## src/rtl/gate_deadtime_drv.sv

```systemverilog
`default_nettype none
// ============================================================================
//  Module   : gate_deadtime_drv
//  Purpose  : Complementary half-bridge gate commands from PLL phase and
//             interrupter enable, with dead time, glitch filter and fault latch.
//  Revision : 1.0
// ============================================================================
module gate_deadtime_drv #(
    parameter int DEAD_CYCLES   = 8,
    parameter int MIN_ON_CYCLES = 4,
    parameter int MAX_ON_CYCLES = 2500,
    parameter int CNT_W         = 12
) (
    input  logic       clk_50,
    input  logic       rst,
    input  logic       pllout,
    input  logic       gate_enbl,
    input  logic       ocd_u,
    input  logic       fault_clr,
    output logic       gate_hi,
    output logic       gate_lo,
    output logic       fault,
    output logic [7:0] fault_cnt
);

    typedef enum logic [2:0] {
        ST_IDLE    = 3'd0,
        ST_DEAD_HI = 3'd1,
        ST_HI      = 3'd2,
        ST_DEAD_LO = 3'd3,
        ST_LO      = 3'd4,
        ST_FAULT   = 3'd5
    } state_t;

    localparam logic [CNT_W-1:0] c_dead_load = CNT_W'(DEAD_CYCLES);
    localparam logic [CNT_W-1:0] c_min_on    = CNT_W'(MIN_ON_CYCLES);
    localparam logic [CNT_W-1:0] c_max_on    = CNT_W'(MAX_ON_CYCLES);
    localparam logic [CNT_W-1:0] c_one       = CNT_W'(1);

    logic             r_ocd_meta;
    logic             r_ocd_s;
    state_t           r_state;
    logic [CNT_W-1:0] r_dead_cnt;
    logic [CNT_W-1:0] r_on_cnt;

    state_t           w_state_nxt;
    logic [CNT_W-1:0] w_dead_nxt;
    logic [CNT_W-1:0] w_on_nxt;
    logic             w_fault_entry;

    always_comb begin
        w_state_nxt = r_state;
        w_dead_nxt  = r_dead_cnt;
        w_on_nxt    = r_on_cnt;

        if (r_ocd_s) begin
            w_state_nxt = ST_FAULT;
            w_dead_nxt  = '0;
            w_on_nxt    = '0;
        end else if (!gate_enbl && (r_state != ST_FAULT)) begin
            w_state_nxt = ST_IDLE;
            w_dead_nxt  = c_dead_load;
            w_on_nxt    = '0;
        end else begin
            case (r_state)
                ST_IDLE: begin
                    // gate_enbl is known high here; the enable-low case is handled above
                    if (r_dead_cnt != '0) begin
                        w_dead_nxt = r_dead_cnt - c_one;
                    end else begin
                        w_state_nxt = pllout ? ST_DEAD_HI : ST_DEAD_LO;
                        w_dead_nxt  = c_dead_load;
                    end
                end
                ST_DEAD_HI: begin
                    if (!pllout) begin
                        w_state_nxt = ST_DEAD_LO;
                        w_dead_nxt  = c_dead_load;
                    end else if (r_dead_cnt <= c_one) begin
                        w_state_nxt = ST_HI;
                        w_dead_nxt  = '0;
                        w_on_nxt    = c_one;
                    end else begin
                        w_dead_nxt = r_dead_cnt - c_one;
                    end
                end
                ST_DEAD_LO: begin
                    if (pllout) begin
                        w_state_nxt = ST_DEAD_HI;
                        w_dead_nxt  = c_dead_load;
                    end else if (r_dead_cnt <= c_one) begin
                        w_state_nxt = ST_LO;
                        w_dead_nxt  = '0;
                        w_on_nxt    = c_one;
                    end else begin
                        w_dead_nxt = r_dead_cnt - c_one;
                    end
                end
                ST_HI: begin
                    if (r_on_cnt >= c_max_on) begin
                        w_state_nxt = ST_FAULT;
                        w_on_nxt    = '0;
                    end else if (!pllout && (r_on_cnt >= c_min_on)) begin
                        w_state_nxt = ST_DEAD_LO;
                        w_dead_nxt  = c_dead_load;
                        w_on_nxt    = '0;
                    end else begin
                        w_on_nxt = r_on_cnt + c_one;
                    end
                end
                ST_LO: begin
                    if (r_on_cnt >= c_max_on) begin
                        w_state_nxt = ST_FAULT;
                        w_on_nxt    = '0;
                    end else if (pllout && (r_on_cnt >= c_min_on)) begin
                        w_state_nxt = ST_DEAD_HI;
                        w_dead_nxt  = c_dead_load;
                        w_on_nxt    = '0;
                    end else begin
                        w_on_nxt = r_on_cnt + c_one;
                    end
                end
                ST_FAULT: begin
                    // ocd_s is already known low at this point
                    if (fault_clr) begin
                        w_state_nxt = ST_IDLE;
                        w_dead_nxt  = c_dead_load;
                        w_on_nxt    = '0;
                    end
                end
                default: begin
                    w_state_nxt = ST_IDLE;
                    w_dead_nxt  = c_dead_load;
                    w_on_nxt    = '0;
                end
            endcase
        end
    end

    assign w_fault_entry = (w_state_nxt == ST_FAULT) && (r_state != ST_FAULT);

    always_ff @(posedge clk_50) begin
        if (rst) begin
            r_ocd_meta <= 1'b0;
            r_ocd_s    <= 1'b0;
            r_state    <= ST_IDLE;
            r_dead_cnt <= '0;
            r_on_cnt   <= '0;
            gate_hi    <= 1'b0;
            gate_lo    <= 1'b0;
            fault      <= 1'b0;
            fault_cnt  <= 8'd0;
        end else begin
            r_ocd_meta <= ocd_u;
            r_ocd_s    <= r_ocd_meta;
            r_state    <= w_state_nxt;
            r_dead_cnt <= w_dead_nxt;
            r_on_cnt   <= w_on_nxt;
            // Outputs are registered copies of the state being entered
            gate_hi    <= (w_state_nxt == ST_HI);
            gate_lo    <= (w_state_nxt == ST_LO);
            fault      <= (w_state_nxt == ST_FAULT);
            if (w_fault_entry && (fault_cnt != 8'hFF)) begin
                fault_cnt <= fault_cnt + 8'd1;
            end
        end
    end

endmodule
`default_nettype wire

```

## config.mk

```make
export PLATFORM = sky130hd
export DESIGN_NAME = gate_deadtime_drv
export DESIGN_NICKNAME = d
export VERILOG_FILES = /design/src/rtl/gate_deadtime_drv.sv
export SDC_FILE = /design/constraint.sdc
export NUM_CORES = 1
export LEC_CHECK = 0
export CAP_MARGIN = 5
export CORE_MARGIN = 10
export CORE_UTILIZATION = 40
export CTS_CLUSTER_DIAMETER = 30
export DETAILED_ROUTE_END_ITERATION = 10
export GPL_TIMING_DRIVEN = 0
export PLACE_DENSITY_LB_ADDON = 0.08
export SETUP_SLACK_MARGIN = 0.4
export SLEW_MARGIN = 10
export SYNTH_ARGS = -nofsm -noshare
export SYNTH_HDL_FRONTEND = slang
export SYNTH_SLANG_ARGS = --single-unit
```

## constraint.sdc

```tcl
create_clock -name clk_50 -period 5.4 [get_ports clk_50]
set_input_delay 1.08 -clock clk_50 [delete_from_list [all_inputs] [get_ports clk_50]]
set_output_delay 1.08 -clock clk_50 [all_outputs]
set_load 0.01 [all_outputs]
```

**Yosys cells after proc, flatten, opt, wreduce, memory -nomap -nowiden**

Cells that the tools add are included.

- Flip-flop bits (word level): 40
- Bits of input ports: 6
- Output and inout bits: 11

- Add/sub/neg operators: 3
- Order comparisons: 3
- Equality and inequality tests: 22
- Muxes and demuxes: 34
- Bitwise gates (word level): 1
- Reductions and logical operators: 14

Operators with widths:

| cell | number |
|---|---|
| 2-to-1 mux 12 bit | 17 |
| one-hot mux 12 bit (6 select lines) | 2 |
| 2-to-1 mux 3 bit | 12 |
| != test 3 bit (second input constant) | 6 |
| one-hot mux 3 bit (6 select lines) | 1 |
| != test 2 bit (second input constant) | 7 |
| adder 12 x 1 -> 12 bit (second input constant) | 1 |
| == test 3 bit (second input constant) | 4 |
| >= comparator 12 bit (second input constant) | 1 |
| >= comparator 12 x 3 -> 1 bit (second input constant) | 1 |
| less-or-equal comparator 12 x 1 -> 1 bit (second input constant) | 1 |
| nonzero test 12 bit | 1 |
| subtractor 12 x 1 -> 12 bit (second input constant) | 1 |
| AND reduction 5 bit | 2 |
| == test 3 x 2 -> 1 bit (second input constant) | 3 |
| adder 8 x 1 -> 8 bit (second input constant) | 1 |
| != test 8 bit (second input constant) | 1 |
| logical AND 1 bit | 5 |
| 2-to-1 mux 4 bit | 1 |
| AND reduction 4 bit | 1 |
| == test 3 x 1 -> 1 bit (second input constant) | 1 |
| logical NOT 3 bit | 1 |
| OR reduction 3 bit | 1 |
| logical NOT 1 bit | 2 |
| other kinds (3) | 3 |

**Logic depth before layout (Yosys ltp)**

- Depth in word-level cells: 10
- Depth in mapped cells: 10
- Gate-level depth less buffers: 8

**Worst setup path before layout**

Ideal clock, no wire load.

- Kind: register to register
- Start: reg r_dead_cnt[2]
- End: reg fault_cnt[3]
- Setup time: 0.121 ns
- Arrival time: 2.723 ns
- Data required time: 5.279 ns
- Setup slack: 2.556 ns
- Cell stages (with the launch flop): 9
- Path buffers: 2
- Period minus slack after synthesis: 2.844 ns
- Cell sequence: dfxtp_1 > or4_1 > buf_2 > or4_4 > buf_6 > nor4_2 > o21ai_2 > o41ai_1 > mux2_2

- Longest elaborated chain between the ends: 9
- Elaborated cells on any way between the ends: 13
- Those cells by class: 1 x order compare; 1 x eq/ne; 8 x mux; 3 x reduce/logical

RTL lines:

| element | line | source |
|---|---|---|
| start: declaration | 43 | `logic [CNT_W-1:0] r_dead_cnt;` |
| start signal: assignment | 157 | `r_dead_cnt <= w_dead_nxt;` |
| less-or-equal comparator 12 x 1 -> 1 bit | 79, 91 |  |
| 2-to-1 mux 3 bit, on equally long branches | 91, 79 |  |
| 2-to-1 mux 3 bit, on equally long branches | 88, 76 |  |
| one-hot mux 3 bit (6 select lines) (*) | 65 | `case (r_state)` |
| 2-to-1 mux 3 bit (*) | 60 | `end else if (!gate_enbl && (r_state != ST_FAULT)) begin` |
| 2-to-1 mux 3 bit (*) | 56 | `if (r_ocd_s) begin` |
| == test 3 bit (*) | 140 | `assign w_fault_entry = (w_state_nxt == ST_FAULT) && (r_state != ST_FAULT);` |
| logical AND 1 bit (*) | 140 |  |
| logical AND 1 bit (*) | 163 | `if (w_fault_entry && (fault_cnt != 8'hFF)) begin` |
| end signal: assignment | 164 | `fault_cnt <= fault_cnt + 8'd1;` |
| end: declaration | 23 | `output logic [7:0] fault_cnt` |

Every way passes the cells marked *; elsewhere a longest branch is shown, timed or not.
A chain may end at the register's enable or synchronous reset.

**Worst setup path in the final report**

- Start: in pllout
- End: reg r_dead_cnt[8]

- Longest elaborated chain between the ends: 4
- Elaborated cells on any way between the ends: 9
- Those cells by class: 2 x eq/ne; 3 x mux; 4 x reduce/logical

RTL lines:

| element | line | source |
|---|---|---|
| start: declaration | 16 | `input logic pllout,` |
| logical NOT 1 bit | 103 | `end else if (!pllout && (r_on_cnt >= c_min_on)) begin` |
| logical AND 1 bit | 103 |  |
| != test 2 bit (no line) | n/a |  |
| AND reduction 5 bit (no line) | n/a |  |

Several ways; a longest one is shown, not always the timed one.

==> metrics <==
Synthesized Nets between 300 and 400; final worst path period share 60.6%; cts-stage hold buffer count 0; first-pass GRT wire length 9.72 mm; leakage power 0.000979 µW; GR Util met2 roughly 18%; fillers 570; Slew headroom about 28%; Clk Latency, worst-skew pair 0.30 ns; PostCTS Resize Cnt 0; vias in the first global route 1,967; drc violations 0; setup_tns 0 ns; chip width ~100 µm; Rows 28; Placer Congestion 0.863; cts bufs inserted 5; Setup CP Type in -> reg; ant diodes 0; Final Hold Fails 0; FFs w/ async S/R, synth 0%; layout cells sized above 1 8.10%; XOR/XNOR Fraction of Synth Area 4.40%; outcome completed; Post-Synth Adder-Cell Area between 3 and 4%; Top-Level Pins 17; drt pass-1 iters 4; worst slew pin tran 1.07 ns; fin nets approximately 330; RSZ-0062 raised after global routing false; Post-Synth Simple-Gate Area 30.6%; Clock Pin Slew Worst Setup and Hold Paths approximately 0.09 ns; IO Port Bufs 16; count of final setup violators 0; Peak VDD IR 0.323 mV; met1 Usage GRT 15.9%; met3 GRT Util 3.27%; min-delay worst type reg -> reg; detailed placement HPWL between 4 and 5 mm; WP data arrival roughly 3.5 ns; CTS tree yes; Final min period approximately 3.3 ns; Die H 97.3 µm; CTS Sinks 40; Worst EP required 5.63 ns; top_reg_cell synth dfxtp_1; core outline area 5850 µm²; Netlist cell types 52; post-synthesis sequential area ratio between 30 and 40%; Post-Syn Area 2390 µm²; worst-case clock buffer depth 2; pin count of the biggest net entering global routing 14; depth of the CTS H-tree 2; WL/cell 14.2 µm; most frequent cells in the layout dfxtp_1, nor2_1, a21oi_1; post-route ant nets 0; GRT Max-Usage Layer met2; Post-CTS Setup Inserts 0; initial antenna violation count 0; mux cell area share after synthesis between 4 and 5%; crit path launch type primary input; Max Cap Viol 0; via count 2,208; post-DR vias/cell 5.58; Synth Area in Compound Gates 19.5%; critical path fanouts, max 10; wirelength, routed 5.62 mm; P&R area growth vs syn 17.3%; Mean Syn Cell Area approximately 8.0 µm²; GRT overflow 0; Initial DRC Count approximately 190; post-synthesis cell count between 200 and 300; Root Buffer clkbuf_8; Yosys reg bits 40; max-slew violations 0; Worst Skew 0.0120 ns; final total power around 1500 µW; Max Freq 305 MHz; Initial Util 40.8%; number of synthesized flops with an enable pin 0; die area roughly 9500 µm²; most common cell after layout, fill and taps aside dfxtp_1; Synth warnings 0; all-layer global routing usage about an eighth; largest family of logic cells by synthesized area simple AND/OR/NAND/NOR gates; pwr dens 545 nW/µm²; CP Capture Type flop
==> area by class of cell <==
class	instances	area, µm²	area share [%]
multi-input cells	230	1480	52.7
clock inverters	3	90.1	3.21
flip-flops and latches	40	801	28.6
well taps	75	93.8	3.35
inverters	10	37.5	1.34
plain buffers	17	73.8	2.63
clock buffers	5	68.8	2.46
repair buffers	16	160	5.71
==> registers in the layout, summed over array words and instances, names as in the netlist <==
name,count
fault,1
fault_cnt,8
gate_hi,1
gate_lo,1
r_dead_cnt,12
r_ocd_meta,1
r_ocd_s,1
r_on_cnt,12
r_state,3
==> stage by stage <==
stage / utilization (%) / instance area, µm² / hold WS [ns] / setup slack [ns] / instances
floorplan: - / 2390 / 0.414 / 2.56 / 297
global placement: 45.2 / 2640 / 0.426 / 1.84 / 388
detailed placement: 45.2 / 2640 / 0.434 / 1.87 / 388
CTS: 47.9 / 2800 / 0.456 / 2.16 / 396
global route: 47.9 / 2800 / 0.486 / 1.93 / 396
finish: 47.9 / 2800 / 0.448 / 2.13 / 396
==> final timing paths <==
check,start,endpoint,slack [ns],cells after the start
worst min-delay path,r_ocd_meta,r_ocd_s,0.45,1
worst max register to register,r_dead_cnt[2],fault_cnt[0],2.31,8
worst min register to register,r_ocd_meta,r_ocd_s,0.45,1
worst max-delay path,pllout,r_dead_cnt[8],2.13,8
==> report_power, final <==
group | switching [µW] | internal [µW] | total, µW
registers | 48.0 | 349 | 397
logic | 458 | 329 | 787
clock network | 113 | 231 | 344
total | 619 | 909 | 1530
==> per-layer routing <==
metal	share of wire (%)	routed length (µm)	up-vias
li1	-	-	1134
met1	49	2780	1027
met2	45	2510	41
met3	4.6	259	6
met4	1.2	66	0
met5	0	0	-
==> critical path, stage by stage <==
cell	delay [ns]
clkdlybuf4s50_1	0.55
clkbuf_1	0.37
a31oi_1	0.08
o22ai_1	0.36
o31a_1	0.38
clkbuf_1	0.37
o21ai_0	0.16
a21oi_1	0.14
==> cells by family after synthesis <==
group	Yosys count
AND/OR/NAND/NOR	132
AO/OA/AOI/OAI	71
flip-flops	40
buffers and inverters	27
XOR/XNOR	12
multiplexers	9
adder cells (fa/ha/maj)	6
==> synth_stat cells, types with 2 or more instances <==
| master | count | share of area, % |
|---|---|---|
| nand2_1 | 14 | 2.2 |
| a22oi_1 | 3 | 0.94 |
| or4_1 | 4 | 1.3 |
| buf_2 | 2 | 0.42 |
| nor3_1 | 7 | 1.5 |
| a211oi_1 | 2 | 0.63 |
| o21ai_0 | 16 | 3.4 |
| o41ai_1 | 3 | 1.1 |
| dfxtp_1 | 40 | 34 |
| nand2b_1 | 7 | 1.8 |
| mux2i_1 | 2 | 0.84 |
| nor4_1 | 7 | 1.8 |
| or3_1 | 10 | 2.6 |
| and3_1 | 2 | 0.52 |
| nor2_1 | 32 | 5.0 |
| nand4_1 | 11 | 2.9 |
| nor2b_1 | 12 | 3.1 |
| o2111ai_1 | 2 | 0.73 |
| a31oi_1 | 3 | 0.79 |
| a21oi_1 | 18 | 3.8 |
| nor3b_1 | 2 | 0.63 |
| o211ai_1 | 2 | 0.63 |
| or2_2 | 3 | 0.79 |
| and4_1 | 5 | 1.8 |
| o22ai_1 | 3 | 0.79 |
| ha_1 | 6 | 3.1 |
| o31ai_1 | 8 | 2.5 |
| xor2_1 | 4 | 1.5 |
| nand3_1 | 8 | 1.7 |
| clkbuf_1 | 14 | 2.2 |
| mux2_2 | 7 | 3.3 |
| o21a_1 | 2 | 0.63 |
| xnor2_1 | 8 | 2.9 |
| inv_1 | 10 | 1.6 |
Power figures use the tool's default switching activity.
